[config.mk]
export PLATFORM = sky130hd
export DESIGN_NAME = timer_dev
export DESIGN_NICKNAME = d
export VERILOG_FILES = /design/src/rtl/timer_dev.sv
export SDC_FILE = /design/constraint.sdc
export NUM_CORES = 1
export LEC_CHECK = 0
export ABC_AREA = 1
export CORE_UTILIZATION = 53
export CTS_BUF_LIST = sky130_fd_sc_hd__clkbuf_4
export DETAILED_ROUTE_END_ITERATION = 7
export HOLD_SLACK_MARGIN = 0.12
export PLACE_DENSITY = 0.94
export SLEW_MARGIN = 10
export SYNTH_ARGS = -nofsm -noshare
export SYNTH_HDL_FRONTEND = slang
export SYNTH_SLANG_ARGS = --single-unit
[constraint.sdc]
create_clock -name clk -period 3.9 [get_ports clk]
set_input_delay 0.39 -clock clk [delete_from_list [all_inputs] [get_ports clk]]
set_output_delay 0.39 -clock clk [all_outputs]
set_load 0.05 [all_outputs]
[src/rtl/timer_dev.sv]
// timer_dev: memory-mapped countdown timer sitting behind the CPU system bridge.
//
// Registers (word index = addr[3:2]):
//   0 CTRL   R/W  bit0 EN, bits[2:1] MODE (01 auto-reload, else one-shot), bit3 IM
//   1 PRESET R/W  reload value (COUNT_WIDTH bits, zero-extended on read)
//   2 COUNT  RO   current countdown value
//   3 --     reads 0, writes ignored
//
// Ports:
//   clk    system clock, rising edge
//   reset  asynchronous active-high reset
//   addr   byte address from the bridge (only [3:2] decoded)
//   we     device write strobe from the bridge
//   wd     write data
//   rd     combinational read data for addr[3:2]
//   irq    interrupt request = CTRL.IM & irq_flag
module timer_dev #(
  parameter int COUNT_WIDTH = 32
) (
  input  logic        clk,
  input  logic        reset,
  input  logic [31:0] addr,
  input  logic        we,
  input  logic [31:0] wd,
  output logic [31:0] rd,
  output logic        irq
);

  typedef enum logic [1:0] {S_IDLE, S_LOAD, S_CNT, S_INT} state_e;

  state_e                 state_q, state_d;
  logic                   en_q, en_d;
  logic [1:0]             mode_q, mode_d;
  logic                   im_q, im_d;
  logic [COUNT_WIDTH-1:0] preset_q, preset_d;
  logic [COUNT_WIDTH-1:0] count_q, count_d;
  logic                   irq_flag_q, irq_flag_d;

  logic wr_ctrl, wr_preset, auto_mode, cnt_expire;
  logic unused_addr_bits;

  assign wr_ctrl    = we && (addr[3:2] == 2'd0);
  assign wr_preset  = we && (addr[3:2] == 2'd1);
  assign auto_mode  = (mode_q == 2'b01);
  // COUNT<=1 also covers PRESET=0, which therefore behaves like PRESET=1.
  assign cnt_expire = (state_q == S_CNT) && en_q && (count_q <= COUNT_WIDTH'(1));
  assign unused_addr_bits = ^{addr[31:4], addr[1:0]};

  // State register
  always_ff @(posedge clk or posedge reset) begin
    if (reset) begin
      state_q    <= S_IDLE;
      en_q       <= 1'b0;
      mode_q     <= 2'b00;
      im_q       <= 1'b0;
      preset_q   <= '0;
      count_q    <= '0;
      irq_flag_q <= 1'b0;
    end else begin
      state_q    <= state_d;
      en_q       <= en_d;
      mode_q     <= mode_d;
      im_q       <= im_d;
      preset_q   <= preset_d;
      count_q    <= count_d;
      irq_flag_q <= irq_flag_d;
    end
  end

  // Next-state logic; evaluates pre-edge register values only.
  always_comb begin
    state_d = state_q;
    unique case (state_q)
      S_IDLE: if (en_q) state_d = S_LOAD;
      S_LOAD: state_d = S_CNT;
      S_CNT: begin
        if (!en_q)           state_d = S_IDLE;
        else if (cnt_expire) state_d = S_INT;
      end
      S_INT:  state_d = S_IDLE;
      default: state_d = S_IDLE;
    endcase
  end

  // Register updates: FSM actions first, CPU writes layered on top where
  // the CPU is meant to win.
  always_comb begin
    en_d       = en_q;
    mode_d     = mode_q;
    im_d       = im_q;
    preset_d   = preset_q;
    count_d    = count_q;
    irq_flag_d = irq_flag_q;

    // One-shot: any CTRL/PRESET write acknowledges the interrupt.
    if (!auto_mode && (wr_ctrl || wr_preset)) irq_flag_d = 1'b0;

    unique case (state_q)
      S_LOAD: count_d = preset_q;
      S_CNT: begin
        if (en_q) begin
          if (cnt_expire) begin
            count_d    = '0;
            irq_flag_d = 1'b1;   // set beats a same-edge CPU clear
          end else begin
            count_d = count_q - COUNT_WIDTH'(1);
          end
        end
      end
      S_INT: begin
        if (auto_mode) begin
          irq_flag_d = 1'b0;
        end else begin
          en_d       = 1'b0;
          // Flag is still being asserted on this edge, so it survives a
          // colliding CPU write.
          irq_flag_d = 1'b1;
        end
      end
      default: ;
    endcase

    // A CPU CTRL write overrides the one-shot EN clear.
    if (wr_ctrl) begin
      en_d   = wd[0];
      mode_d = wd[2:1];
      im_d   = wd[3];
    end
    if (wr_preset) preset_d = wd[COUNT_WIDTH-1:0];
  end

  // Outputs: purely from registered state (rd additionally from addr).
  always_comb begin
    rd = '0;
    unique case (addr[3:2])
      2'd0: rd[3:0] = {im_q, mode_q, en_q};
      2'd1: rd[COUNT_WIDTH-1:0] = preset_q;
      2'd2: rd[COUNT_WIDTH-1:0] = count_q;
      default: rd = '0;
    endcase
    irq = im_q & irq_flag_q;
  end

endmodule

==> metrics, run 1 <==
grt total ovfl 0; Slew Limit Fails 0; GRT busiest layer met2; Max stage delay on crit path roughly 0.84 ns; CTS tree yes; area share of the largest cell type after synthesis between 30% and 40%; largest net degree at the start of global routing 51; final cycle utilization of the critical path roughly 78%; CTS root buf clkbuf_4; kind of cell adding the most delay to the critical path buffers and inverters; sequential area share after synthesis between 30% and 40%; vias in the first global route around 4500; HP Class input pin to register; buffers plus inverters on the worst setup path 4; final hold vios 0; synth warn 0; Max FO, Critical Path 28; Clk pin slew, worst setup/hold paths 0.12 ns; Post-DP HPWL 8970 um; Via Count 4692; Final TNS setup 0 ns; cts repair resizes 0; Post-CTS Setup Bufs 0; Reg area 1780 um2; Avg WL per Cell 14.4 um; Least-Margin Pin Slew 1.00 ns; fmax 0.331 GHz; CP max stage cell clkdlybuf4s50_1; Port Buf Inserts 69; ANT nets after route 0; Leakage 2.64 nW; H-tree levels 3; CTS buffer count 9; I/O pins 100; max_cap viols 0; vias per inst 5.35; Most common cell on crit path clkdlybuf4s50_1; clk buf depth 2; clock sinks 71; post-layout util about two thirds; flops & latches, synth 71; area leader, netlist dfrtp_1; Area Growth Syn to Fin 18.3%; initial antenna violation count 0; Die W 95.9 um; r2r setup slk ~1.6 ns; GPL Wtd Cong around 0.90; total routed wirelength 12700 um; Yosys cell types 31; worst clock skew about 0.016 ns; # diodes 0; Syn Inst Count 709; element type at the critical path end primary output; global-route wire length before repair 21300 um; slew margin rel. 33.1%; router iterations before antenna repair 5; Die Area about 9000 um2; NumNets Final approximately 840; Crit path required time 3.51 ns; total track usage 30.2%; top post-synthesis cells by area dfrtp_1 (38%), nand2_1 (25%), nor2_1 (5.9%); chip height 95.9 um; hold buffer count at CTS 0; Critical Path AT 2.63 ns; Multi-input gate area ~2500 um2; final setup fails 0; layout cell share with drive strength beyond 1 6.35%; mapped cell area 4680 um2; met2 GRT Util 49.9%; crit path time final 3.02 ns; status completed; global routing usage on met3 approximately 4.3%; Starting Density 55.8%; Row Count 33; crit-path cells clkdlybuf4s50_1 -> inv_1 -> ha_1 -> inv_2 -> a21oi_1 -> clkdlybuf4s50_1; core area ~8400 um2; # DRC 0; Worst VDD drop 307 uV; post-synthesis net count about 780; Avg Inst Size Synth 6.60 um2; fillers 731; Initial DRC Count roughly 380; Setup crit start kind input pin; RSZ-0062 raised after global routing no; PwrDens 634 nW/um2; clk_lat worst skew 0.42 ns; GR Layer Usage met1 39.4%; critical path class input pin to primary output
## layer usage
metal  part of all wire (%)  up-vias
met5                      0        -
met4                    2.7        0
met3                    6.5       42
met2                     49      204
met1                     42     2133
li1                       -     2313
## cells by family (layout without fill, tap and decap cells)
group                    count (synthesis)  in the layout  synth area share [%]
AO/OA/AOI/OAI                           98             98                  12.4
buffers and inverters                   91            154                  8.03
XOR/XNOR                                16             16                  3.00
flip-flops                              71             71                  38.0
adder cells (fa/ha/maj)                  6              6                  1.61
AND/OR/NAND/NOR                        427            427                  37.0
## metrics by stage
| stage | power [mW] | cell area (um2) | hold WS (ns) | setup slack [ns] | std cells |
|---|---|---|---|---|---|
| finish | 3.51 | 5530 | 0.497 | 0.876 | 877 |
| global route | 3.79 | 5530 | 0.505 | 0.809 | 877 |
| CTS | 3.49 | 5530 | 0.487 | 0.893 | 877 |
| detailed placement | 3.02 | 5410 | 0.504 | 0.902 | 862 |
| global placement | 2.93 | 5410 | 0.498 | 0.972 | 862 |
| floorplan | 2.56 | 4680 | 0.471 | 1.61 | 709 |
## path summary, 6_finish.rpt
| kind | from | end | depth (start not counted) |
|---|---|---|---|
| max in group asynchronous | reset | count_q[8]$_DFFE_PP0P_ | 3 |
| setup / recovery | addr[2] | rd[25] | 6 |
| hold / removal | wd[19] | preset_q[19]$_DFFE_PP0P_ | 3 |
| setup reg to reg | state_q[0]$_DFFE_PP0P_ | count_q[3]$_DFFE_PP0P_ | 9 |
| hold reg to reg | im_q$_DFFE_PP0P_ | im_q$_DFFE_PP0P_ | 2 |
| min in group asynchronous | reset | preset_q[24]$_DFFE_PP0P_ | 2 |
## cells in the mapped netlist, drive strengths merged
library cell / number
buf: 10
o21bai: 21
nor2: 85
clkbuf: 17
nand2: 311
inv: 64
a21oi: 31
o22ai: 1
nor3: 1
a31oi: 1
nand4: 6
nand3: 24
xor2: 14
ha: 6
o21ai: 43
xnor2: 2
dfrtp: 71
a22o: 1
## report_power, final
| part | total (mW) | internal (mW) | switching (mW) |
|---|---|---|---|
| Clock | 0.458 | 0.194 | 0.263 |
| Sequential | 1.26 | 0.957 | 0.299 |
| Combinational | 1.79 | 0.604 | 1.19 |
## worst min-delay path: stages
cell	delay, ns
clkdlybuf4s50_1	0.40
nand2_1	0.06
nand2_1	0.04
## final cells by class
| type | instances | area share (%) |
|---|---|---|
| Timing Repair Buffer | 75 | 13.3 |
| Clock inverter | 5 | 0.904 |
| Inverter | 64 | 4.34 |
| Sequential cell | 71 | 32.1 |
| Clock buffer | 10 | 1.36 |
| Tap cell | 105 | 2.37 |
| Multi-Input combinational cell | 547 | 45.6 |
## cell usage in the layout, fill, tap and decap left out
cell type        Yosys  final
a21oi_1             30     30
a21oi_2              1      1
a22o_1               1      1
a31oi_1              1      1
buf_4                1      6
bufinv_16            0      1
clkbuf_4             0     10
clkdlybuf4s50_1      0     69
clkinv_1             0      2
clkinv_2             0      1
clkinvlp_4           0      1
dfrtp_1             71     71
ha_1                 6      6
inv_1               60     59
inv_2                4      5
nand2_1            306    306
nand2_2              4      4
nand2_8              1      1
nand3_1             23     23
nand3_4              1      1
nand4_1              6      6
nor2_1              74     74
nor2_2               8      8
nor2_4               3      3
nor3_1               1      1
o21ai_0             40     40
o21ai_1              3      3
o21bai_1            14     14
o21bai_2             7      7
o22ai_1              1      1
xnor2_1              2      2
xor2_1              14     14
## flip-flops by register name (all words and copies together) (netlist names)
signal,cells
preset_q,32
mode_q,2
irq_flag_q,1
en_q,1
state_q,2
count_q,32
im_q,1
Power figures use the tool's default switching activity.
==> run 2, diff against run 1 <==
Clock period 3.9 ns to 2.85 ns, I/O delays scaled along.
==> run 2 against run 1 <==
Net effect: clock skew rose by 0.0023 ns; routed wire length fell by 0.61%; setup slack got worse by 0.32 ns; total power rose by 44%; critical endpoint is now rd[29]; cell count rose by 0.23%.
==> metrics, run 2 (synthesis results as in run 1) <==
global-route wire length before repair 20900 um (-1.9%); R2R depth 9 (unchanged); Worst VDD drop 395 uV (+28%); Post-DP Area 5750 um2 (+6.3%); Port Buf Inserts 69 (unchanged); final cycle utilization of the critical path 80.4%; HP Class input pin to asynchronous set/reset pin; NumNets Final 842 (+0.12%); Die W 95.9 um (unchanged); crit path time final around 2.3 ns; vias per inst 5.41 (+1.2%); Row Count 33 (unchanged); slew margin rel. 32.9% (-0.13 points); Initial DRC Count 383 (unchanged); Crit path required time 2.57 ns (-0.94 ns); CTS root buf clkbuf_4; Multi-input gate area 2520 um2 (unchanged); clk buf depth 2 (unchanged); clk_lat worst skew 0.41 ns (about the same); max_cap viols 0 (unchanged); FF-to-FF Start count_q[0]$_DFFE_PP0P_; Setup crit start kind input pin; commonest cells after routing, fill and taps aside nand2_1 (306), nor2_1 (74), dfrtp_1 (71), inv_1 (59), o21ai_0 (40); cts repair resizes 0 (unchanged); Setup crit start addr[2]; ANT nets after route 0 (unchanged); CTS tree yes; Critical Path AT 2.01 ns (-0.62 ns); final hold slack 0.304 ns (-0.193 ns); Clk pin slew, worst setup/hold paths 0.13 ns (about the same); clock sinks 71 (unchanged); Final TNS setup 0 ns (unchanged); vias in the first global route 4439 (-1.5%); worst r2r dst count_q[14]$_DFFE_PP0P_; Slew Limit Fails 0 (unchanged); element type at the critical path end primary output; I/O pins 100 (unchanged); chip height 95.9 um (unchanged); final non-filler cell area 5910 um2 (+6.9%); most common cell after layout, fill and taps aside nand2_1; Avg WL per Cell 14.3 um (-0.83%); final setup fails 0 (unchanged); worst clock skew 0.0187 ns (+0.00228 ns); RSZ-0062 raised after global routing no; grt total ovfl 0 (unchanged); Tot Pwr 5.04 mW (+44%); CTS buffer count 9 (unchanged); Post-DP HPWL 9130 um (+1.8%); Via Count 4758 (+1.4%); total track usage 29.7% (-0.53 points); Leakage 2.83 nW (+7.1%); r2r setup slk 0.70 ns (-0.86 ns); Reg area 1780 um2 (unchanged); # DRC 0 (unchanged); H-tree levels 3 (unchanged); router iterations before antenna repair 8 (+3); Area Growth Syn to Fin 26.5%; largest net degree at the start of global routing 45 (-12%); Starting Density 55.8% (unchanged); Least-Margin Pin Slew 1.00 ns (+0.00192 ns); PwrDens 853 nW/um2 (+35%); hold buffer count at CTS 0 (unchanged); fillers 647 (-11%); fmax 0.436 GHz; GPL Wtd Cong 0.901 (+0.29%); status completed; final hold vios 0 (unchanged); CP endpoint rd[29]; Die Area 9200 um2 (unchanged); Post-CTS Setup Bufs 0 (unchanged); critical path class input pin to primary output; initial antenna violation count 0 (unchanged); Largest regs count_q (32), preset_q (32); layout cell share with drive strength beyond 1 11.0% (+4.6 points); core area 8380 um2 (unchanged); # diodes 0 (unchanged); Max FO, Critical Path 28 (unchanged); total routed wirelength 12600 um (-0.61%)
[run 2: cell count changes in the layout (fill, tap and decap cells not counted), sizes merged]
cell           change
buf               +33
bufinv             +1
clkbuf             +1
clkdlybuf4s50     -32
clkinvlp           -1
[run 2: worst max-delay path, stage by stage]
cell,delay [ns]
clkdlybuf4s50_1,0.51
inv_1,0.09
ha_1,0.31
inv_2,0.41
a21oi_1,0.19
buf_12,0.20
[run 2: area by class of cell]
cell class / instances / share of cell area (%)
inverter: 64 / 4.06
sequential: 71 / 30.0
multi-input combinational: 547 / 42.7
timing repair buffer: 76 / 18.2
clock inverter: 5 / 1.40
tap: 105 / 2.22
clock buffer: 11 / 1.40
[run 2: through the flow]
stage                     setup WS, ns  cells  util, %
after floorplan                  0.768    709        -
after global placement           0.616    863     68.6
after detailed placement         0.563    863     68.6
after CTS                        0.558    879     70.6
after global routing             0.448    879     70.6
final                            0.558    879     70.6
[run 2: worst min path at each step]
| stage | slack (ns) | to | from | depth (start not counted) |
|---|---|---|---|---|
| floorplan | 0.39 | preset_q[19]$_DFFE_PP0P_ | wd[19] | 2 |
| global placement | 0.50 | mode_q[1]$_DFFE_PP0P_ | mode_q[1]$_DFFE_PP0P_ | 2 |
| detailed placement | 0.50 | irq_flag_q$_DFF_PP0_ | irq_flag_q$_DFF_PP0_ | 2 |
| CTS | 0.31 | preset_q[19]$_DFFE_PP0P_ | reset | 2 |
| global route | 0.35 | preset_q[25]$_DFFE_PP0P_ | reset | 2 |
| finish | 0.30 | count_q[21]$_DFFE_PP0P_ | reset | 2 |
[run 2: routing by layer]
layer | up-vias | track usage [%] | part of all wire (%)
met2 | 206 | 49.6 | 49
met4 | 0 | 10.9 | 1.9
met1 | 2221 | 39.2 | 43
met3 | 21 | 4.19 | 5.8
met5 | - | 0 | 0
li1 | 2310 | - | -
[run 2: power breakdown]
group / switching [mW] / internal (mW) / leakage [nW]
clock network: 0.378 / 0.378 / 0.0910
logic: 1.64 / 0.928 / 1.85
registers: 0.409 / 1.31 / 0.893
total: 2.43 / 2.62 / 2.83
==> run 3, diff against run 2 <==
Settings changed: CORE_UTILIZATION 53 to 48, PLACE_DENSITY 0.94 to 0.9.
Clock period 2.85 ns to 2.1 ns, I/O delays scaled along.
==> run 3 against run 2 <==
Net effect: worst hold slack worse by 0.15 ns; routed wire length is 0.94% higher; register-to-register slack worse by 0.61 ns; clock power is 48% higher; critical endpoint is now rd[18]; highest routed layer unchanged.
==> metrics, run 3 (synthesis results as in run 1) <==
Multi-input gate area 2520 um2 (unchanged); total routed wirelength 12700 um (+0.94%); most common cell after layout, fill and taps aside nand2_1; H-tree levels 3 (unchanged); Worst VDD drop 550 uV (+39%); Row Count 35 (+6.1%); I/O pins 100 (unchanged); final cycle utilization of the critical path 95.8%; Crit path required time 1.89 ns (-0.68 ns); vias in the first global route 4482 (+0.97%); crit path time final 2.01 ns; Least-Margin Pin Slew 0.593 ns (-0.412 ns); final setup fails 0 (unchanged); NumNets Final 857 (+1.8%); Critical Path AT 1.80 ns (-0.21 ns); non-filler instance count after layout 917 (+4.3%); element type at the critical path end primary output; Tot Pwr 7.10 mW (+41%); slew margin rel. 60.4% (+27 points); Post-DP Area 5930 um2 (+3.1%); max_cap viols 0 (unchanged); Post-DP HPWL 8860 um (-2.9%); clk buf depth 2 (unchanged); Port Buf Inserts 69 (unchanged); router iterations before antenna repair 6 (-2); ANT nets after route 0 (unchanged); critical path class input pin to primary output; largest net degree at the start of global routing 72 (+60%); fillers 735 (+14%); Avg WL per Cell 13.9 um (-3.2%); Max FO, Critical Path 9 (-68%); fmax 0.497 GHz; Slew Limit Fails 0 (unchanged); Reg area 1780 um2 (unchanged); initial antenna violation count 0 (unchanged); final hold vios 0 (unchanged); GPL Wtd Cong 0.945 (+4.9%); status completed; Clk pin slew, worst setup/hold paths 0.12 ns (about the same); CTS tree yes; # diodes 0 (unchanged); Setup crit start kind input pin; grt total ovfl 0 (unchanged); CTS buffer count 9 (unchanged); Initial DRC Count 458 (+20%); HP Class input pin to asynchronous set/reset pin; core area 9330 um2 (+11%); Starting Density 50.1% (-5.7 points); Leakage 2.92 nW (+3.1%); CTS root buf clkbuf_4; worst clock skew 0.0175 ns (-0.00129 ns); # DRC 0 (unchanged); Area Growth Syn to Fin 30.8%; RSZ-0062 raised after global routing yes; placed cells 902 (+4.5%); layout cell share with drive strength beyond 1 12.7% (+1.7 points); clk_lat worst skew 0.44 ns (+0.03 ns); Die W 101 um (+5.0%); commonest cells after routing, fill and taps aside nand2_1 (306), nor2_1 (74), dfrtp_1 (71), inv_1 (58), o21ai_0 (40); Die Area 10100 um2 (+10%); PwrDens 1160 nW/um2 (+36%); clock sinks 71 (unchanged); Largest regs count_q (32), preset_q (32); chip height 101 um (+5.0%); total track usage 26.8% (-2.9 points); global-route wire length before repair 21000 um (+0.73%); vias per inst 5.17 (-4.6%); final non-filler cell area 6120 um2 (+3.4%); Via Count 4737 (-0.44%); Post-CTS Setup Bufs 0 (unchanged)
-- run 3: final cells by class --
class	instances	share of cell area (%)
Tap cell	129	2.64
Timing Repair Buffer	91	20.0
Sequential cell	71	29.1
Clock inverter	5	1.76
Multi-Input combinational cell	547	41.3
Inverter	64	3.99
Clock buffer	10	1.23
-- run 3: stage by stage --
stage          hold WS [ns]  util, %  setup TNS, ns  worst slack [ns]
6_report              0.158     65.6              0            0.0884
5_1_grt               0.197     65.6       -0.00579          -0.00579
3_5_place_dp          0.506     63.6              0            0.0953
4_1_cts               0.173     65.5              0            0.0762
3_3_place_gp          0.496     63.6              0             0.130
2_1_floorplan         0.320        -              0            0.0934
-- run 3: repair_timing --
item / CTS / global route
endpoints found under the setup margin: 0 / 4
hold buffers: 0 / 0
gates resized for setup: 0 / 1
-- run 3: worst max-delay path: stages --
cell and delay, ns:
clkdlybuf4s50_1 0.51, inv_1 0.08, ha_1 0.29, inv_2 0.07, buf_4 0.18, a21oi_1 0.27
buf_12 0.18
-- run 3: worst paths after layout --
kind,from,to,slack (ns),depth (start not counted)
min reg2reg,preset_q[3]$_DFFE_PP0P_,preset_q[3]$_DFFE_PP0P_,0.53,2
max,addr[2],rd[18],0.09,7
max in group asynchronous,reset,count_q[27]$_DFFE_PP0P_,1.64,3
min,reset,preset_q[25]$_DFFE_PP0P_,0.16,3
max reg2reg,count_q[0]$_DFFE_PP0P_,count_q[13]$_DFFE_PP0P_,0.09,9
min in group clk,wd[25],preset_q[25]$_DFFE_PP0P_,0.30,3
-- run 3: routing by layer --
metal / global-route usage, % / up-vias / part of all wire, %
met2: 45.2 / 217 / 49
met5: 0 / - / 0
li1: - / 2349 / -
met3: 3.81 / 32 / 7.5
met4: 12.5 / 0 / 2.3
met1: 33.9 / 2139 / 41
-- run 3: power by group --
| group | switching [mW] | total, mW | internal (mW) |
|---|---|---|---|
| logic | 2.33 | 3.71 | 1.38 |
| registers | 0.491 | 2.27 | 1.78 |
| clock network | 0.504 | 1.12 | 0.614 |
